$ cat src/rtl/ace_snoop_pkg.sv
// ACE snoop channel structs shared by the snoop responder and its CCU-side peer.
// Field widths assume a 64-bit snoop address and 64-bit CD beats.
package ace_snoop_pkg;

    typedef struct packed {
        logic [63:0] addr;
        logic [3:0]  snoop;
    } ac_chan_t;

    typedef struct packed {
        logic [63:0] data;
        logic        last;
    } cd_chan_t;

    typedef struct packed {
        ac_chan_t ac;
        logic     ac_valid;
        logic     cr_ready;
        logic     cd_ready;
    } snoop_req_t;

    typedef struct packed {
        logic       ac_ready;
        logic       cr_valid;
        logic [4:0] cr_resp;
        logic       cd_valid;
        cd_chan_t   cd;
    } snoop_resp_t;

endpackage

$ cat src/rtl/ace_snoop_responder.sv
// Cache-side ACE snoop responder: AC -> cache lookup -> CR -> optional CD line -> state update.
// Optional ACE_SNOOP_CD_CRITICAL_WORD_FIRST_EN starts CD at the addressed beat and wraps.
module ace_snoop_responder #(
    parameter int unsigned DcacheLineWidth = 128,
    parameter int unsigned AxiDataWidth    = 64,
    parameter int unsigned AddrWidth       = 64,
    parameter type snoop_req_t  = ace_snoop_pkg::snoop_req_t,
    parameter type snoop_resp_t = ace_snoop_pkg::snoop_resp_t
) (
    input  logic                       clk_i,
    input  logic                       rst_i,
    input  snoop_req_t                 snoop_req_i,
    output snoop_resp_t                snoop_resp_o,
    output logic                       lookup_req_o,
    output logic [AddrWidth-1:0]       lookup_addr_o,
    input  logic                       lookup_gnt_i,
    input  logic                       lookup_valid_i,
    input  logic                       lookup_hit_i,
    input  logic                       lookup_dirty_i,
    input  logic                       lookup_shared_i,
    input  logic [DcacheLineWidth-1:0] lookup_data_i,
    output logic                       update_valid_o,
    output logic [1:0]                 update_op_o,
    output logic                       busy_o
);

    localparam int unsigned LineBeats = DcacheLineWidth / AxiDataWidth;
    localparam int unsigned BeatW     = (LineBeats > 1) ? $clog2(LineBeats) : 1;
    localparam int unsigned OffW      = $clog2(DcacheLineWidth / 8);
    localparam int unsigned BeatOffW  = $clog2(AxiDataWidth / 8);

    localparam logic [1:0] OpNone      = 2'd0;
    localparam logic [1:0] OpInval     = 2'd1;
    localparam logic [1:0] OpMakeShCln = 2'd2;
    localparam logic [1:0] OpClean     = 2'd3;

    typedef enum logic [2:0] {StIdle, StLookup, StWait, StSendCr, StSendCd, StUpdate} state_e;

    state_e                     state_q;
    logic [AddrWidth-1:OffW]    line_addr_q;
    logic [3:0]                 snoop_q;
    logic [DcacheLineWidth-1:0] line_q;
    logic [4:0]                 cr_q, cr_d;
    logic [1:0]                 op_q, op_d;
    logic [BeatW-1:0]           beat_q, last_beat_q, start_beat, beat_nxt;
    logic                       ac_ready_q, lookup_req_q, cr_valid_q, cd_valid_q, update_valid_q;
    logic [OffW-1:0]            unused_addr_low;

    assign unused_addr_low = snoop_req_i.ac.addr[OffW-1:0];

`ifdef ACE_SNOOP_CD_CRITICAL_WORD_FIRST_EN
    assign start_beat = (LineBeats > 1) ? BeatW'(snoop_req_i.ac.addr >> BeatOffW) : '0;
`else
    assign start_beat = '0;
`endif

    assign beat_nxt = (LineBeats > 1) ? beat_q + 1'b1 : '0;

    // CR bits: [0]DataTransfer [1]Error [2]PassDirty [3]IsShared [4]WasUnique
    always_comb begin
        cr_d = '0;
        op_d = OpNone;
        if (lookup_hit_i) begin
            case (snoop_q)
                4'b0000: cr_d = 5'b01001;
                4'b0001, 4'b0010, 4'b0011: begin
                    cr_d = {1'b0, 1'b1, lookup_dirty_i, 1'b0, 1'b1};
                    op_d = OpMakeShCln;
                end
                4'b0111: begin
                    cr_d = {~lookup_shared_i, 1'b0, lookup_dirty_i, 1'b0, 1'b1};
                    op_d = OpInval;
                end
                4'b1001: begin
                    cr_d = {~lookup_shared_i, 1'b0, lookup_dirty_i, 1'b0, lookup_dirty_i};
                    op_d = OpInval;
                end
                4'b1101: op_d = OpInval;
                4'b1000: begin
                    cr_d = {1'b0, 1'b1, lookup_dirty_i, 1'b0, lookup_dirty_i};
                    op_d = OpClean;
                end
                default: cr_d = 5'b00010;
            endcase
        end
    end

    always_ff @(posedge clk_i or posedge rst_i) begin
        if (rst_i) begin
            state_q        <= StIdle;
            line_addr_q    <= '0;
            snoop_q        <= '0;
            line_q         <= '0;
            cr_q           <= '0;
            op_q           <= OpNone;
            beat_q         <= '0;
            last_beat_q    <= '0;
            ac_ready_q     <= 1'b1;
            lookup_req_q   <= 1'b0;
            cr_valid_q     <= 1'b0;
            cd_valid_q     <= 1'b0;
            update_valid_q <= 1'b0;
        end else begin
            unique case (state_q)
                StIdle: begin
                    if (snoop_req_i.ac_valid) begin
                        line_addr_q  <= snoop_req_i.ac.addr[AddrWidth-1:OffW];
                        snoop_q      <= snoop_req_i.ac.snoop;
                        beat_q       <= start_beat;
                        last_beat_q  <= (LineBeats > 1) ? start_beat - 1'b1 : '0;
                        ac_ready_q   <= 1'b0;
                        lookup_req_q <= 1'b1;
                        state_q      <= StLookup;
                    end
                end
                StLookup: begin
                    if (lookup_gnt_i) begin
                        lookup_req_q <= 1'b0;
                        state_q      <= StWait;
                    end
                end
                StWait: begin
                    if (lookup_valid_i) begin
                        line_q     <= lookup_data_i;
                        cr_q       <= cr_d;
                        op_q       <= op_d;
                        cr_valid_q <= 1'b1;
                        state_q    <= StSendCr;
                    end
                end
                StSendCr: begin
                    if (snoop_req_i.cr_ready) begin
                        cr_valid_q <= 1'b0;
                        if (cr_q[0]) begin
                            cd_valid_q <= 1'b1;
                            state_q    <= StSendCd;
                        end else begin
                            update_valid_q <= 1'b1;
                            state_q        <= StUpdate;
                        end
                    end
                end
                StSendCd: begin
                    if (snoop_req_i.cd_ready) begin
                        if (beat_q == last_beat_q) begin
                            cd_valid_q     <= 1'b0;
                            update_valid_q <= 1'b1;
                            state_q        <= StUpdate;
                        end else begin
                            beat_q <= beat_nxt;
                        end
                    end
                end
                StUpdate: begin
                    update_valid_q <= 1'b0;
                    ac_ready_q     <= 1'b1;
                    state_q        <= StIdle;
                end
                default: state_q <= StIdle;
            endcase
        end
    end

    always_comb begin
        snoop_resp_o          = '0;
        snoop_resp_o.ac_ready = ac_ready_q;
        snoop_resp_o.cr_valid = cr_valid_q;
        snoop_resp_o.cr_resp  = cr_q;
        snoop_resp_o.cd_valid = cd_valid_q;
        snoop_resp_o.cd.data  = line_q[beat_q*AxiDataWidth +: AxiDataWidth];
        snoop_resp_o.cd.last  = cd_valid_q & (beat_q == last_beat_q);
    end

    assign lookup_req_o   = lookup_req_q;
    assign lookup_addr_o  = {line_addr_q, {OffW{1'b0}}};
    assign update_valid_o = update_valid_q;
    assign update_op_o    = op_q;
    assign busy_o         = (state_q != StIdle);

endmodule

$ cat config.mk
export PLATFORM = sky130hd
export DESIGN_NAME = ace_snoop_responder
export DESIGN_NICKNAME = d
export VERILOG_FILES = /design/src/rtl/ace_snoop_pkg.sv /design/src/rtl/ace_snoop_responder.sv
export SDC_FILE = /design/constraint.sdc
export NUM_CORES = 1
export LEC_CHECK = 0
export CORE_ASPECT_RATIO = 0.5
export CORE_UTILIZATION = 45
export CTS_BUF_LIST = sky130_fd_sc_hd__clkbuf_8
export DETAILED_ROUTE_END_ITERATION = 8
export PLACE_DENSITY = 0.93
export SYNTH_ARGS = -nofsm -noshare
export SYNTH_HDL_FRONTEND = slang
export SYNTH_SLANG_ARGS = --single-unit
$ cat constraint.sdc
create_clock -name clk_i -period 8.67 [get_ports clk_i]
set_input_delay 1.3005 -clock clk_i [delete_from_list [all_inputs] [get_ports clk_i]]
set_output_delay 1.3005 -clock clk_i [all_outputs]
set_load 0.01 [all_outputs]
Word-level counts from Yosys, hierarchy flattened
Cells that the tools add are included.
{"block": "classes", "bitwise_logic": 2, "n_shift": 1, "n_addsub": 1, "reduce_logical": 20, "mux": 33, "eq_ne": 22}
{"cell": "$shiftx 128x8->64", "count": 1}
{"cell": "$pmux 5 s6", "count": 1}
{"cell": "$mux 3", "count": 6}
{"cell": "$ne 2x2->1 const B", "count": 9}
{"cell": "$mux 1", "count": 16}
{"cell": "$pmux 3 s5", "count": 1}
{"cell": "$eq 4x4->1 const B", "count": 3}
{"cell": "$pmux 1 s2", "count": 5}
{"cell": "$reduce_and 5->1", "count": 2}
{"cell": "$reduce_bool 2->1", "count": 5}
{"cell": "$eq 4x2->1 const B", "count": 2}
{"cell": "$eq 3x2->1 const B", "count": 2}
{"cell": "$eq 3x3->1 const B", "count": 2}
{"cell": "$pmux 2 s3", "count": 1}
{"cell": "$reduce_and 2->1", "count": 3}
{"cell": "$reduce_and 3->1", "count": 2}
{"cell": "$reduce_and 6->1", "count": 1}
{"cell": "$reduce_bool 3->1", "count": 2}
{"cell": "$reduce_or 3->1", "count": 2}
{"cell": "$mux 5", "count": 1}
{"cell": "$eq 4x1->1 const B", "count": 1}
{"cell": "$eq 4x3->1 const B", "count": 1}
{"cell": "$logic_not 4->1", "count": 1}
{"cell": "$reduce_and 4->1", "count": 1}
{"cell": "other kinds (8)", "count": 8}
{"block": "totals", "elab_cells": 92, "regBits": 209, "output_inout_bits": 142}

Longest topological paths before layout
Gate-level depths: netlist of run 1.
{"block": "logic_depth", "depth_word": 4, "ltp_mapped": 8, "depth_no_buf": 4}

Worst setup path before layout of run 1
OpenSTA, ideal clock, no wires.
{"block": "synth_timing", "kind": "reg2out", "start": "register beat_q", "end": "output snoop_resp_o[17] in the netlist's numbering", "slack_ns": 6.079, "arrival_ns": 1.290, "required_ns": 7.369, "stages_incl_launch_ff": 4, "cell_sequence": "dfrtp_1 buf_1 buf_2 mux2_2"}
{"item": "start, declared", "line_no": "ace_snoop_responder.sv:45", "text": "logic [BeatW-1:0] beat_q, last_beat_q, start_beat, beat_nxt;"}
{"item": "start signal, assigned", "line_no": "ace_snoop_responder.sv:109", "text": "beat_q <= start_beat;"}
{"item": "start signal, assigned", "line_no": "ace_snoop_responder.sv:150", "text": "beat_q <= beat_nxt;"}
{"item": "end, declared", "line_no": "ace_snoop_responder.sv:13", "text": "output snoop_resp_t snoop_resp_o,"}

==> impl_metrics.csv, run 1 <==
group,metric,value,unit
setup_path,worstPathRequired,7.37,ns
power_and_ir_drop,p_per_area,351.7,mW/mm2
timing,rsz0062_at_grt,"false",
power_and_ir_drop,p_leak,6.088,nW
setup_path,cp.buffers_inverters,2,
placement,placed_area,0.01238,mm2
setup_path,crit_chain,"buf_4, mux2_2, clkdlybuf4s50_1",
timing,timing.fmax,251.6,MHz
route,ant_nets,0,
logic_synthesis,syn_inst,866,
route,drc,0,
timing,fin_crit_sh,0.4584,
cts,postCtsSetupRepairBufs,0,
grt,grt_pass1_wl,39430,um
timing,tns,0,ns
power_and_ir_drop,switching_share,0.3390,
cells_and_area,fin_area,0.01305,mm2
setup_path,startpoint_type,"flip-flop",
timing,clock_skew,0.01042,ns
floorplan,chipWidth,200.8,um
floorplan,io-pin-count,348,
power_and_ir_drop,seqPwrFrac,0.374,
timing,setup_violations,0,
grt,grt_max_degree,126,
cts,cts-buffers-inserted,30,
placement,pre_cts_ws,4.939,ns
power_and_ir_drop,p_int,0.003034,W
power_and_ir_drop,vdd_drop_max,183.5,uV
logic_synthesis,synth.cell_area,0.008890,mm2
grt,grt_util_all_layers,0.2443,
route,viasPerCell,4.963,
timing,setup_ws,4.696,ns
worst_hold_path,hold_depth,2,
route,firstDrtPassIters,4,
floorplan,core,0.01887,mm2
setup_path,end_kind,"primary output",
cts,h-tree-depth,1,
timing,worst-slew-pin-transition,1.071,ns
cts,cts_buffer_depth,3,
timing,period_needed,3.974,ns
route,drt_wl_total,24600,um
logic_synthesis,syn_avg_cell_area,10.27,um2
worst_hold_path,min-delay-path-class,"flip-flop to flip-flop",
cts,cts_hold_buffers,0,
grt,antenna_found_initial,0,
route,drt_iter0_drc,397,
timing,hold_viol_final,0,
route,wl_per_cell,16.69,um
setup_path,critPathTopFamily,"buffers and inverters",
placement,dpl.hpwl,17050,um
cts,cts.clk_slew.worst_paths,0.06,ns
setup_path,r2r_cells,4,
cells_and_area,nNetsFinal,1398,
cts,cts_tree,"yes",
cts,clockRootBuffer,"clkbuf_8",
route,vias,7316,
logic_synthesis,synth.distinct_cells,37,
logic_synthesis,seq_area_frac_synth,0.5885,
cells_and_area,drive_above_1_share,0.1564,
setup_path,worst-path-stages,3,
floorplan,num_rows,35,
setup_path,cp.arrival,2.67,ns
logic_synthesis,yosys_warnings,0,
run,cap_viol_max_count,0,
cells_and_area,area_delta_synth_final,46.81,%
grt,overflow,0,
floorplan,dieArea,0.02036,mm2
floorplan,initial_utilization,0.4710,
power_and_ir_drop,power,0.004590,W
setup_path,critPathKind,"flip-flop to primary output",
placement,routabilityCongestion,0.8081,
setup_path,cp_slowest_cell,"buf_4",
grt,grt_pass1_vias,7864,
placement,port_buffers,339,
cells_and_area,diodes,0,
power_and_ir_drop,clockPowerShare,0.185,
timing,slew_violations,0,
run_status,status,"finished clean",
floorplan,die_h,101.4,um
logic_synthesis,yosys_register_bits,209,
cells_and_area,layout_commonest_cell,"nand2_1",
setup_path,worstPathMaxFanout,62,
timing,slew-limit-headroom,0.2858,
cts,insertion_delay,0.55,ns
setup_path,cpPeakStageDelay,0.72,ns
cts,clkSinkCount,209,
power_and_ir_drop,p_sw,0.001556,W
cells_and_area,mostFrequentLayoutCells,"nand2_1 (408), clkdlybuf4s50_1 (339), dfrtp_1 (207)",
power_and_ir_drop,pwr-share-comb,0.441,
cts,ctsResizeCount,0,
-- per-stage QoR --
step	util	hold WS [ns]	cells
floorplan	-	0.4401	869
global placement	0.6561	0.4519	1419
detailed placement	0.6561	0.4582	1419
CTS	0.6915	0.4735	1474
global route	0.6915	0.4949	1474
finish	0.6915	0.4677	1474
-- flip-flops by register name (all words and copies together) (netlist names) --
name            cells
update_op_o         2
update_valid_o      1
cr_q                5
line_addr_q        60
beat_q              1
line_q            128
state_q             3
ac_ready_q          1
last_beat_q         1
cr_valid_q          1
lookup_req_o        1
cd_valid_q          1
snoop_q             4
-- metal layers --
layer | vias up | GRT usage | wire length, um
met1 | 3573 | 0.2789 | 9469
li1 | 3419 | - | -
met2 | 236 | 0.4418 | 12710
met4 | 0 | 0.1186 | 1168
met5 | - | 0 | 0
met3 | 88 | 0.05759 | 1254
-- area by class of cell --
cell class              instances  area [um2]
clock inverters                12       76.32
inverters                       5       26.28
multi-input cells             600        3354
flip-flops and latches        209        5233
well taps                     259       324.1
clock buffers                  43       591.8
fillers                      1322        5823
repair buffers                346        3446
-- synth_stat cells --
library cell	instances	area share
nand2_1	408	0.17
dfrtp_1	208	0.59
mux2_2	128	0.16
buf_2	22	0.012
clkbuf_1	17	0.0072
o21ai_0	12	0.0068
a21oi_1	10	0.0056
buf_4	9	0.0076
nor2_1	9	0.0038
buf_6	4	0.0051
inv_1	4	0.0017
nand2b_1	4	0.0028
buf_1	3	0.0013
a31oi_1	2	0.0014
and3_1	2	0.0014
nor3_1	2	0.0011
o22ai_1	2	0.0014
a221oi_1	1	0.00099
a22o_1	1	0.00099
a2bb2oi_1	1	0.00099
a311oi_1	1	0.00099
and2_1	1	0.00070
conb_1	1	0.00042
dfstp_2	1	0.0030
inv_2	1	0.00042
mux2i_1	1	0.0011
nand3_1	1	0.00056
nand3b_1	1	0.00084
nand4_1	1	0.00070
nand4b_1	1	0.00099
nor2b_1	1	0.00070
nor4b_4	1	0.0027
o2111ai_1	1	0.00099
o31ai_1	1	0.00084
o41ai_1	1	0.00099
or2_2	1	0.00070
xnor2_1	1	0.00099
-- final timing paths --
kind / from / end / slack, ns
worst max-delay path: beat_q / snoop_resp_o[1] / 4.70
worst min-delay path: line_q[41] / line_q[41] / 0.47
worst max register to register: state_q[0] / line_addr_q[35] / 6.38
worst min register to register: line_q[41] / line_q[41] / 0.47
max in group asynchronous: rst_i / beat_q / 5.70
min in group asynchronous: rst_i / line_addr_q[57] / 1.34
-- cells by family (layout without fill, tap and decap cells) --
kind of cell           after synthesis  after routing  synth area share
AO/OA/AOI/OAI                       33             33           0.02196
XOR/XNOR                             1              1         0.0009854
buffers and inverters               60            406           0.03561
flip-flops                         209            209            0.5885
multiplexers                       129            129            0.1633
other                                1              4         0.0004218
AND/OR/NAND/NOR                    433            433            0.1893
-- worst reg2reg max path, delay by kind of cell, from the launching register on --
| family | cells | cell delay (ns) |
|---|---|---|
| buf+inv | 1 | 0.62 |
| flops | 1 | 0.55 |
| mux | 1 | 0.47 |
| simple gates | 2 | 0.55 |
-- power by group through the flow --
stage | clock network, W | registers, W | logic (W)
after floorplan | 0 | 0.00171 | 0.00104
after global placement | 0 | 0.00168 | 0.00196
after detailed placement | 0 | 0.00173 | 0.00202
after CTS | 0.000870 | 0.00172 | 0.00204
after global routing | 0.000917 | 0.00178 | 0.00219
final | 0.000848 | 0.00172 | 0.00202
No activity file was read; power rests on OpenSTA's default activity.
==> run 2, diff against run 1 <==
==> constraint.sdc (replaced) <==
create_clock -name clk_i -period 3.85 [get_ports clk_i]
set_input_delay 0.5775 -clock clk_i [delete_from_list [all_inputs] [get_ports clk_i]]
set_output_delay 0.5775 -clock clk_i [all_outputs]
set_load 0.01 [all_outputs]
==> run 2 against run 1 <==
  * Combinational power increased by 130%
  * Utilization increased by 0.30 points
  * Clock power increased by 120%
  * Sequential power increased by 130%
  * Register-to-register slack got worse by 4.7 ns
  * Largest power group unchanged
==> impl_metrics.csv, run 2 (synthesis results as in run 1) <==
group,metric,value,unit
floorplan,num_rows,35,
cts,cts-buffers-inserted,31,
cells_and_area,final_cells,1481,
power_and_ir_drop,p_per_area,791.2,mW/mm2
floorplan,die_h,101.4,um
timing,period_needed,3.240,ns
cells_and_area,reg_top3,"line_q: 128 flops, line_addr_q: 60 flops, cr_q: 5 flops",
cells_and_area,layout_commonest_cell,"nand2_1",
cells_and_area,largest_register_ffs,128,
cells_and_area,top_register,"line_q",
route,viasPerCell,5.040,
cells_and_area,nNetsFinal,1405,
setup_path,cp.arrival,2.66,ns
route,ant_nets,0,
grt,overflow,0,
power_and_ir_drop,power,0.01037,W
floorplan,dieArea,0.02036,mm2
floorplan,core,0.01887,mm2
grt,antenna_found_initial,0,
power_and_ir_drop,vdd_drop_max,494.4,uV
route,drt_iter0_drc,606,
cells_and_area,mostFrequentLayoutCells,"nand2_1 (408), clkdlybuf4s50_1 (339), dfrtp_1 (207)",
timing,worst-slew-pin-transition,0.8171,ns
cts,cts.clk_slew.worst_paths,0.07,ns
worst_hold_path,min-delay-path-class,"flip-flop to flip-flop",
grt,grt_max_degree,83,
floorplan,initial_utilization,0.4710,
cts,postCtsSetupRepairBufs,0,
cts,h-tree-depth,1,
grt,grt_util_all_layers,0.2514,
placement,port_buffers,339,
timing,slew_violations,0,
setup_path,r2r-start,"state_q[0]",
run_status,status,"finished clean",
cts,clockRootBuffer,"clkbuf_8",
grt,grt_pass1_wl,40520,um
floorplan,io-pin-count,348,
placement,dpl.hpwl,18150,um
route,wl_per_cell,17.27,um
setup_path,startpoint_type,"flip-flop",
setup_path,end_kind,"primary output",
cells_and_area,multiInputGateArea,0.003354,mm2
cts,clkSinkCount,209,
route,firstDrtPassIters,5,
cts,cts_buffer_depth,3,
cells_and_area,nFillCells,1336,
cts,cts_hold_buffers,0,
setup_path,worstPathRequired,3.27,ns
cells_and_area,drive_above_1_share,0.1612,
timing,hold_viol_final,0,
timing,rsz0062_at_grt,"false",
run,cap_viol_max_count,0,
cells_and_area,regArea,0.005233,mm2
route,vias,7464,
timing,slew-limit-headroom,0.4553,
timing,timing.fmax,308.7,MHz
cts,insertion_delay,0.57,ns
timing,setup_ws,0.6102,ns
timing,setup_violations,0,
setup_path,worstPathMaxFanout,38,
cells_and_area,area_delta_synth_final,47.45,%
floorplan,chipWidth,200.8,um
placement,dpl.cell_count,1425,
cells_and_area,fin_area,0.01311,mm2
cts,ctsResizeCount,0,
timing,clock_skew,0.01429,ns
route,drt_wl_total,25580,um
timing,fin_crit_sh,0.8415,
setup_path,critPathKind,"flip-flop to primary output",
placement,pre_cts_ws,1.185,ns
route,drc,0,
grt,grt_pass1_vias,7948,
placement,placed_area,0.01246,mm2
cells_and_area,diodes,0,
setup_path,worstSetupStartpoint,"beat_q",
cts,cts_tree,"yes",
placement,routabilityCongestion,0.8616,
worst_hold_path,hp-start,"line_q[25]",
timing,tns,0,ns
power_and_ir_drop,p_leak,6.117,nW
run 2: final timing paths:
check                                   end  slack (ns)  cells after the start
setup reg to reg            line_addr_q[32]        1.68                      4
max in group asynchronous        line_q[36]        2.28                      3
hold / removal                   line_q[25]        0.47                      2
hold reg to reg                  line_q[25]        0.47                      2
setup / recovery           snoop_resp_o[54]        0.61                      3
min in group asynchronous           cr_q[0]        0.50                      2
run 2: final cells by class:
class	instances	area share
Multi-Input combinational cell	600	0.2559
Clock inverter	19	0.01040
Tap cell	259	0.02472
Timing Repair Buffer	352	0.2692
Inverter	5	0.001718
Sequential cell	209	0.3992
Clock buffer	37	0.03885
run 2: routing by layer:
metal | part of all wire | up-vias | track usage
met2 | 0.50 | 274 | 0.4468
met3 | 0.051 | 100 | 0.05824
met5 | 0 | - | 0
met1 | 0.39 | 3657 | 0.2889
met4 | 0.056 | 0 | 0.1362
li1 | - | 3433 | -
run 2: critical path: stages (launching register included):
cell and delay (ns):
dfrtp_2 0.87, buf_12 0.32, mux2_2 0.38, clkdlybuf4s50_1 0.51
run 2: per-stage QoR:
stage	hold WS, ns	util
2_1_floorplan	0.4401	-
3_3_place_gp	0.4517	0.6603
3_5_place_dp	0.4566	0.6603
4_1_cts	0.4738	0.6945
5_1_grt	0.4876	0.6945
6_report	0.4738	0.6945
run 2: power breakdown:
part / internal, W / total [W] / switching, W
registers: 0.00324 / 0.00391 / 0.000674
clock network: 0.00101 / 0.00189 / 0.000882
logic: 0.00256 / 0.00457 / 0.00201
